**src/rtl/tank_dist_seq.sv**
```systemverilog
// Register-tank distribution sequencer: latches one channel per gate class at minor-cycle
// start and holds the tank/polarity gates open for WORD_LEN digit pulses. Optional err flag: TANK_DIST_SEQ_ERR_EN.
module tank_dist_seq #(
   parameter int NUM_REG  = 4,
   parameter int WORD_LEN = 18
) (
   input  logic               clk,
   input  logic               rst,
   input  logic               mc_start,
   input  logic               digit_pulse,
   input  logic [NUM_REG-1:0] dec_in_up,
   input  logic [NUM_REG-1:0] dec_in_down,
   input  logic [NUM_REG-1:0] dec_out_up,
   input  logic [NUM_REG-1:0] dec_out_down,
   input  logic               f7_pos,
   input  logic               f8_pos,
   output logic [NUM_REG-1:0] t_in_up,
   output logic [NUM_REG-1:0] t_in_down,
   output logic [NUM_REG-1:0] t_out_up,
   output logic [NUM_REG-1:0] t_out_down,
   output logic [NUM_REG-1:0] f7_pos_up,
   output logic [NUM_REG-1:0] f7_neg_up,
   output logic [NUM_REG-1:0] f8_pos_up,
   output logic [NUM_REG-1:0] f8_neg_up,
   output logic [NUM_REG-1:0] f7_pos_down,
   output logic [NUM_REG-1:0] f7_neg_down,
   output logic [NUM_REG-1:0] f8_pos_down,
   output logic [NUM_REG-1:0] f8_neg_down,
`ifdef TANK_DIST_SEQ_ERR_EN
   output logic               err,
`endif
   output logic               busy
);

   localparam int CW = $clog2(WORD_LEN + 1);
   localparam logic [NUM_REG-1:0] ONE      = NUM_REG'(1);
   localparam logic [CW-1:0]      LAST_CNT = CW'(WORD_LEN - 1);

   typedef enum logic [1:0] {IDLE, XFER, DONE} state_t;

   state_t             state_q, state_d;
   logic [CW-1:0]      cnt_q, cnt_d;
   logic [NUM_REG-1:0] sel_iu_q, sel_id_q, sel_ou_q, sel_od_q;
   logic [NUM_REG-1:0] sel_iu_d, sel_id_d, sel_ou_d, sel_od_d;
   logic [NUM_REG-1:0] up_d, down_d;
   logic               any_req, accept, pol_en;

   // Isolates the lowest set bit: v & (two's complement of v).
   function automatic logic [NUM_REG-1:0] lowest_bit(input logic [NUM_REG-1:0] v);
      return v & (~v + ONE);
   endfunction

   function automatic logic multi_bit(input logic [NUM_REG-1:0] v);
      return |(v & (v - ONE));
   endfunction

   assign any_req = |{dec_in_up, dec_in_down, dec_out_up, dec_out_down};
   assign accept  = (state_q == IDLE) && mc_start && any_req;

   always_comb begin
      state_d  = state_q;
      cnt_d    = cnt_q;
      sel_iu_d = sel_iu_q;
      sel_id_d = sel_id_q;
      sel_ou_d = sel_ou_q;
      sel_od_d = sel_od_q;
      case (state_q)
         IDLE: begin
            if (accept) begin
               sel_iu_d = lowest_bit(dec_in_up);
               sel_id_d = lowest_bit(dec_in_down);
               sel_ou_d = lowest_bit(dec_out_up);
               sel_od_d = lowest_bit(dec_out_down);
               cnt_d    = '0;
               state_d  = XFER;
            end
         end
         XFER: begin
            if (digit_pulse) begin
               cnt_d = cnt_q + 1'b1;
               if (cnt_q == LAST_CNT) state_d = DONE;
            end
         end
         DONE: begin
            sel_iu_d = '0;
            sel_id_d = '0;
            sel_ou_d = '0;
            sel_od_d = '0;
            cnt_d    = '0;
            state_d  = IDLE;
         end
         default: state_d = IDLE;
      endcase
   end

   // Polarity gates are registered from next-state values so they are zero outside XFER
   // and show f7/f8 with one cycle of latency inside it.
   assign up_d   = sel_iu_d | sel_ou_d;
   assign down_d = sel_id_d | sel_od_d;
   assign pol_en = (state_d == XFER);

   always_ff @(posedge clk or posedge rst) begin
      if (rst) begin
         state_q     <= IDLE;
         cnt_q       <= '0;
         sel_iu_q    <= '0;
         sel_id_q    <= '0;
         sel_ou_q    <= '0;
         sel_od_q    <= '0;
         f7_pos_up   <= '0;
         f7_neg_up   <= '0;
         f8_pos_up   <= '0;
         f8_neg_up   <= '0;
         f7_pos_down <= '0;
         f7_neg_down <= '0;
         f8_pos_down <= '0;
         f8_neg_down <= '0;
      end else begin
         state_q     <= state_d;
         cnt_q       <= cnt_d;
         sel_iu_q    <= sel_iu_d;
         sel_id_q    <= sel_id_d;
         sel_ou_q    <= sel_ou_d;
         sel_od_q    <= sel_od_d;
         f7_pos_up   <= pol_en ? (up_d   &  {NUM_REG{f7_pos}}) : '0;
         f7_neg_up   <= pol_en ? (up_d   & ~{NUM_REG{f7_pos}}) : '0;
         f8_pos_up   <= pol_en ? (up_d   &  {NUM_REG{f8_pos}}) : '0;
         f8_neg_up   <= pol_en ? (up_d   & ~{NUM_REG{f8_pos}}) : '0;
         f7_pos_down <= pol_en ? (down_d &  {NUM_REG{f7_pos}}) : '0;
         f7_neg_down <= pol_en ? (down_d & ~{NUM_REG{f7_pos}}) : '0;
         f8_pos_down <= pol_en ? (down_d &  {NUM_REG{f8_pos}}) : '0;
         f8_neg_down <= pol_en ? (down_d & ~{NUM_REG{f8_pos}}) : '0;
      end
   end

   assign busy       = (state_q == XFER);
   assign t_in_up    = busy ? sel_iu_q : '0;
   assign t_in_down  = busy ? sel_id_q : '0;
   assign t_out_up   = busy ? sel_ou_q : '0;
   assign t_out_down = busy ? sel_od_q : '0;

`ifdef TANK_DIST_SEQ_ERR_EN
   logic err_set;

   // A dropped mc_start or a multi-bit class on the accepted cycle latches err until reset.
   assign err_set = (mc_start && (state_q != IDLE)) ||
                    (accept && (multi_bit(dec_in_up)  || multi_bit(dec_in_down) ||
                                multi_bit(dec_out_up) || multi_bit(dec_out_down)));

   always_ff @(posedge clk or posedge rst) begin
      if (rst)          err <= 1'b0;
      else if (err_set) err <= 1'b1;
   end
`endif

endmodule

```
**config.mk**
```make
export PLATFORM = sky130hd
export DESIGN_NAME = tank_dist_seq
export DESIGN_NICKNAME = d
export VERILOG_FILES = /design/src/rtl/tank_dist_seq.sv
export SDC_FILE = /design/constraint.sdc
export NUM_CORES = 1
export LEC_CHECK = 0
export BUFFER_PORTS_ARGS = -buffer_cell sky130_fd_sc_hd__buf_2
export CORE_MARGIN = 2
export CORE_UTILIZATION = 53
export CTS_BUF_LIST = sky130_fd_sc_hd__clkbuf_2
export CTS_CLUSTER_SIZE = 30
export DETAILED_ROUTE_END_ITERATION = 10
export GPL_TIMING_DRIVEN = 0
export PLACE_DENSITY_LB_ADDON = 0.2
export SLEW_MARGIN = 40
export SYNTH_ARGS = -nofsm -noshare
export SYNTH_HDL_FRONTEND = slang
export SYNTH_SLANG_ARGS = --single-unit
```
**constraint.sdc**
```tcl
create_clock -name clk -period 2.15 [get_ports clk]
set_clock_uncertainty 0.05 [all_clocks]
set_input_delay 0.1075 -clock clk [delete_from_list [all_inputs] [get_ports clk]]
set_output_delay 0.1075 -clock clk [all_outputs]
set_load 0.005 [all_outputs]
```
==> results.txt <==
The number of synthesized register bits is 55. The register with the most flip-flops in the layout has 5 of them. The data required time of the critical path came out at 2.53 ns. The mean instance size in the synthesized netlist is 10.6 um^2. STA classifies the critical path startpoint as an input pin.

The die outline area is 5100 um^2. The final antenna diode count came out at 0. Among all flip-flop cells after synthesis, the most frequent one is sky130_fd_sc_hd__dfrtp_1. The critical path data arrival time is 2.45 ns.

The initial standard-cell utilization of the core is 0.554. The global-route congestion overflow total is 0. The first-pass detailed-route iteration total came out at 5. The path class of the tightest hold or removal check is input pin to flop. The number of levels the H-tree was split into is 2. The detail-routed via count per cell is 5.62. The number of different library cells used by synthesis comes to 43. The CTS tree is done. The number of enable flip-flop cells after synthesis came out at 0. Input and output buffers added on the ports amount to 68.

The total number of vias is 2123. The fraction of synthesis flops using an asynchronous set or reset pin is 1.00. The first-pass GRT wire length came out at 9960 um. The final-layout setup total negative slack came out at 0 ns. The number of buffers on the longest clock path is 2. The standby leakage power came out at 1.61 nW. The area growth from synthesis to layout came out at 29.8%.

The final estimated routing congestion in global placement came out at 0.831. The site row count is 24. The total routing resource utilization after global routing is 0.256. The register with the most flip-flops in the final layout is cnt_q. The horizontal die dimension is 71.4 um. The net count after synthesis came out at 251. The total wire length came out at 6170 um. The largest net degree at the start of global routing is 39. The tightest slew margin relative to the limit is 0.640.

The clock tree root driver cell is sky130_fd_sc_hd__clkbuf_2. During synthesis, Yosys emitted a total of 0 warnings. The HPWL after detailed placement is 4220 um.

Once layout is complete, the cells apart from fillers number 378. The final critical-path share of the clock period is 0.961. The top fanout value on the critical path is 4. The chip height is 71.4 um. STA classifies the critical path endpoint as a flop.

The shortest clock period the worst path allows after layout is 2.07 ns. The count of endpoints failing hold in the final timing report came out at 0. The count of mapped cells out of synthesis is 227.

The total setup violations reported at the end of the flow came out at 0. The number of antenna-violating nets in the routed design is 0. At the pin with the least slew margin, the transition time is 0.533 ns.

The via count of the first global-routing pass is 2066. Max-cap violations in this run came to 0. The top achievable clock speed came out at 484 MHz. Across the VDD grid, the largest voltage drop is 0.612 mV.

The number of antenna violations at the first check in global routing came out at 0. The remaining design rule violation count is 0. The completed layout was analyzed and its total power is 3.61 mW. The net count reported at finish is 349. The mean routed wirelength per cell is 16.3 um. The region available for standard cell placement spans 4350 um^2. The clock reaches the later pin of the worst-skew pair after 0.47 ns. Setup repair after global routing left no endpoint under its margin.

By startpoint and endpoint, the worst setup path is classified as input pin to flop. The proportion of synthesized chip area in sequential cells came out at 0.571. The power per standard cell area came out at 1150 nW/um^2. The post-CTS setup buffer count is 0. After synthesis the cells add up to 2410 um^2. The number of slew-limit violations in the final report came to 0. After clock tree synthesis, the clock-pin slew on the worst setup and hold paths is 0.27 ns.

The starting DRC count in detailed routing came out at 166. The top-level I/O count came out at 71. The run finished with clean final reports. The number of CTS-inserted buffers is 5. The count of placed standard cells including taps is 348.

The fraction of layout instances using a drive strength above 1 came out at 0.285. The total number of clock tree sinks is 55.
layer usage:
metal / vias up / share of wire / GRT usage
li1: 988 / - / -
met1: 1018 / 0.42 / 0.350
met2: 96 / 0.48 / 0.391
met3: 21 / 0.075 / 0.0647
met4: 0 / 0.032 / 0.109
met5: - / 0 / 0
cells in the final DEF (no fill, tap or decap), drive strengths merged, types with 2 or more instances in the layout:
cell type / n
o2bb2ai: 2
o31ai: 3
dfrtp: 55
o22ai: 3
nor4b: 2
clkbuf: 7
a32o: 6
or4: 2
nor3: 7
o21ai: 10
o22a: 4
and3: 4
a21oi: 2
o211ai: 3
clkinv: 3
and2: 16
o21a: 2
nor2: 46
nand3: 2
nand2: 12
dlygate4sd3: 23
inv: 11
buf: 74
a22oi: 3
a22o: 6
nor2b: 2
nor3b: 4
ha: 2
final timing paths:
check / to / startpoint / slack (ns) / depth (start not counted)
max: f8_neg_up[2] / dec_out_up[1] / 0.08 / 8
min: sel_id_q[2] / mc_start / 0.17 / 5
max reg2reg: cnt_q[3] / state_q[0] / 0.15 / 7
min reg2reg: sel_id_q[3] / sel_id_q[3] / 0.51 / 1
max in group asynchronous: f8_pos_up[3] / rst / 0.98 / 5
min in group asynchronous: sel_id_q[3] / rst / 0.60 / 4
final cells by class:
class / count / area (um^2)
buffer: 7 / 31.3
clock inverter: 3 / 22.5
fill: 326 / 1220
inverter: 11 / 48.8
sequential: 55 / 1380
timing repair buffer: 92 / 591
clock buffer: 5 / 25.0
tap: 52 / 65.1
multi-input combinational: 153 / 968
cell usage after synthesis (3+ instances only):
cell type | count | area share
sky130_fd_sc_hd__dfrtp_1 | 55 | 0.57
sky130_fd_sc_hd__nor2_1 | 46 | 0.072
sky130_fd_sc_hd__and2_1 | 16 | 0.042
sky130_fd_sc_hd__nand2_1 | 12 | 0.019
sky130_fd_sc_hd__inv_1 | 10 | 0.016
sky130_fd_sc_hd__o21ai_0 | 7 | 0.015
sky130_fd_sc_hd__a22o_1 | 6 | 0.022
sky130_fd_sc_hd__a32o_1 | 6 | 0.025
sky130_fd_sc_hd__nor3_1 | 5 | 0.010
sky130_fd_sc_hd__and3_1 | 4 | 0.010
sky130_fd_sc_hd__nor3b_1 | 4 | 0.012
sky130_fd_sc_hd__o22a_1 | 4 | 0.015
sky130_fd_sc_hd__a22oi_1 | 3 | 0.0093
sky130_fd_sc_hd__buf_2 | 3 | 0.0062
sky130_fd_sc_hd__clkbuf_1 | 3 | 0.0047
sky130_fd_sc_hd__o211ai_1 | 3 | 0.0093
sky130_fd_sc_hd__o22ai_1 | 3 | 0.0078
sky130_fd_sc_hd__o31ai_1 | 3 | 0.0093
worst max-delay path, stage by stage:
cell and delay, ns:
sky130_fd_sc_hd__dlygate4sd3_1 0.53, sky130_fd_sc_hd__buf_2 0.14, sky130_fd_sc_hd__dlygate4sd3_1 0.58, sky130_fd_sc_hd__nor3b_1 0.32
sky130_fd_sc_hd__o21ai_1 0.15, sky130_fd_sc_hd__o211ai_1 0.13, sky130_fd_sc_hd__a21boi_1 0.29, sky130_fd_sc_hd__and3_1 0.20
power by group:
group | switching, mW | total [mW] | internal, mW
combinational | 0.858 | 1.57 | 0.715
clock | 0.338 | 0.424 | 0.0859
sequential | 0.197 | 1.61 | 1.42
repair_timing:
item	4_1_cts	5_1_grt
pin swaps	0	0
hold endpoints to repair	86	4
hold buffers	18	5
endpoints found under the setup margin	6	46
resized for setup	0	7
cells by family after synthesis:
family,after synthesis,synth area share
simple gates,101,0.221
compound gates,50,0.166
flops,55,0.571
buf+inv,19,0.0317
fa+ha+maj,2,0.0104
per-stage QoR:
step | util | worst slack (ns) | hold slack [ns] | cell area, um^2
floorplan | - | 0.417 | 0.194 | 2410
global placement | 0.647 | 0.0198 | 0.339 | 2820
detailed placement | 0.652 | 0.0293 | 0.00817 | 2840
CTS | 0.703 | 0.0102 | 0.00127 | 3060
global route | 0.719 | 0.0128 | 0.152 | 3130
finish | 0.719 | 0.0838 | 0.166 | 3130
Note: power is estimated with default switching activity, not from simulation.
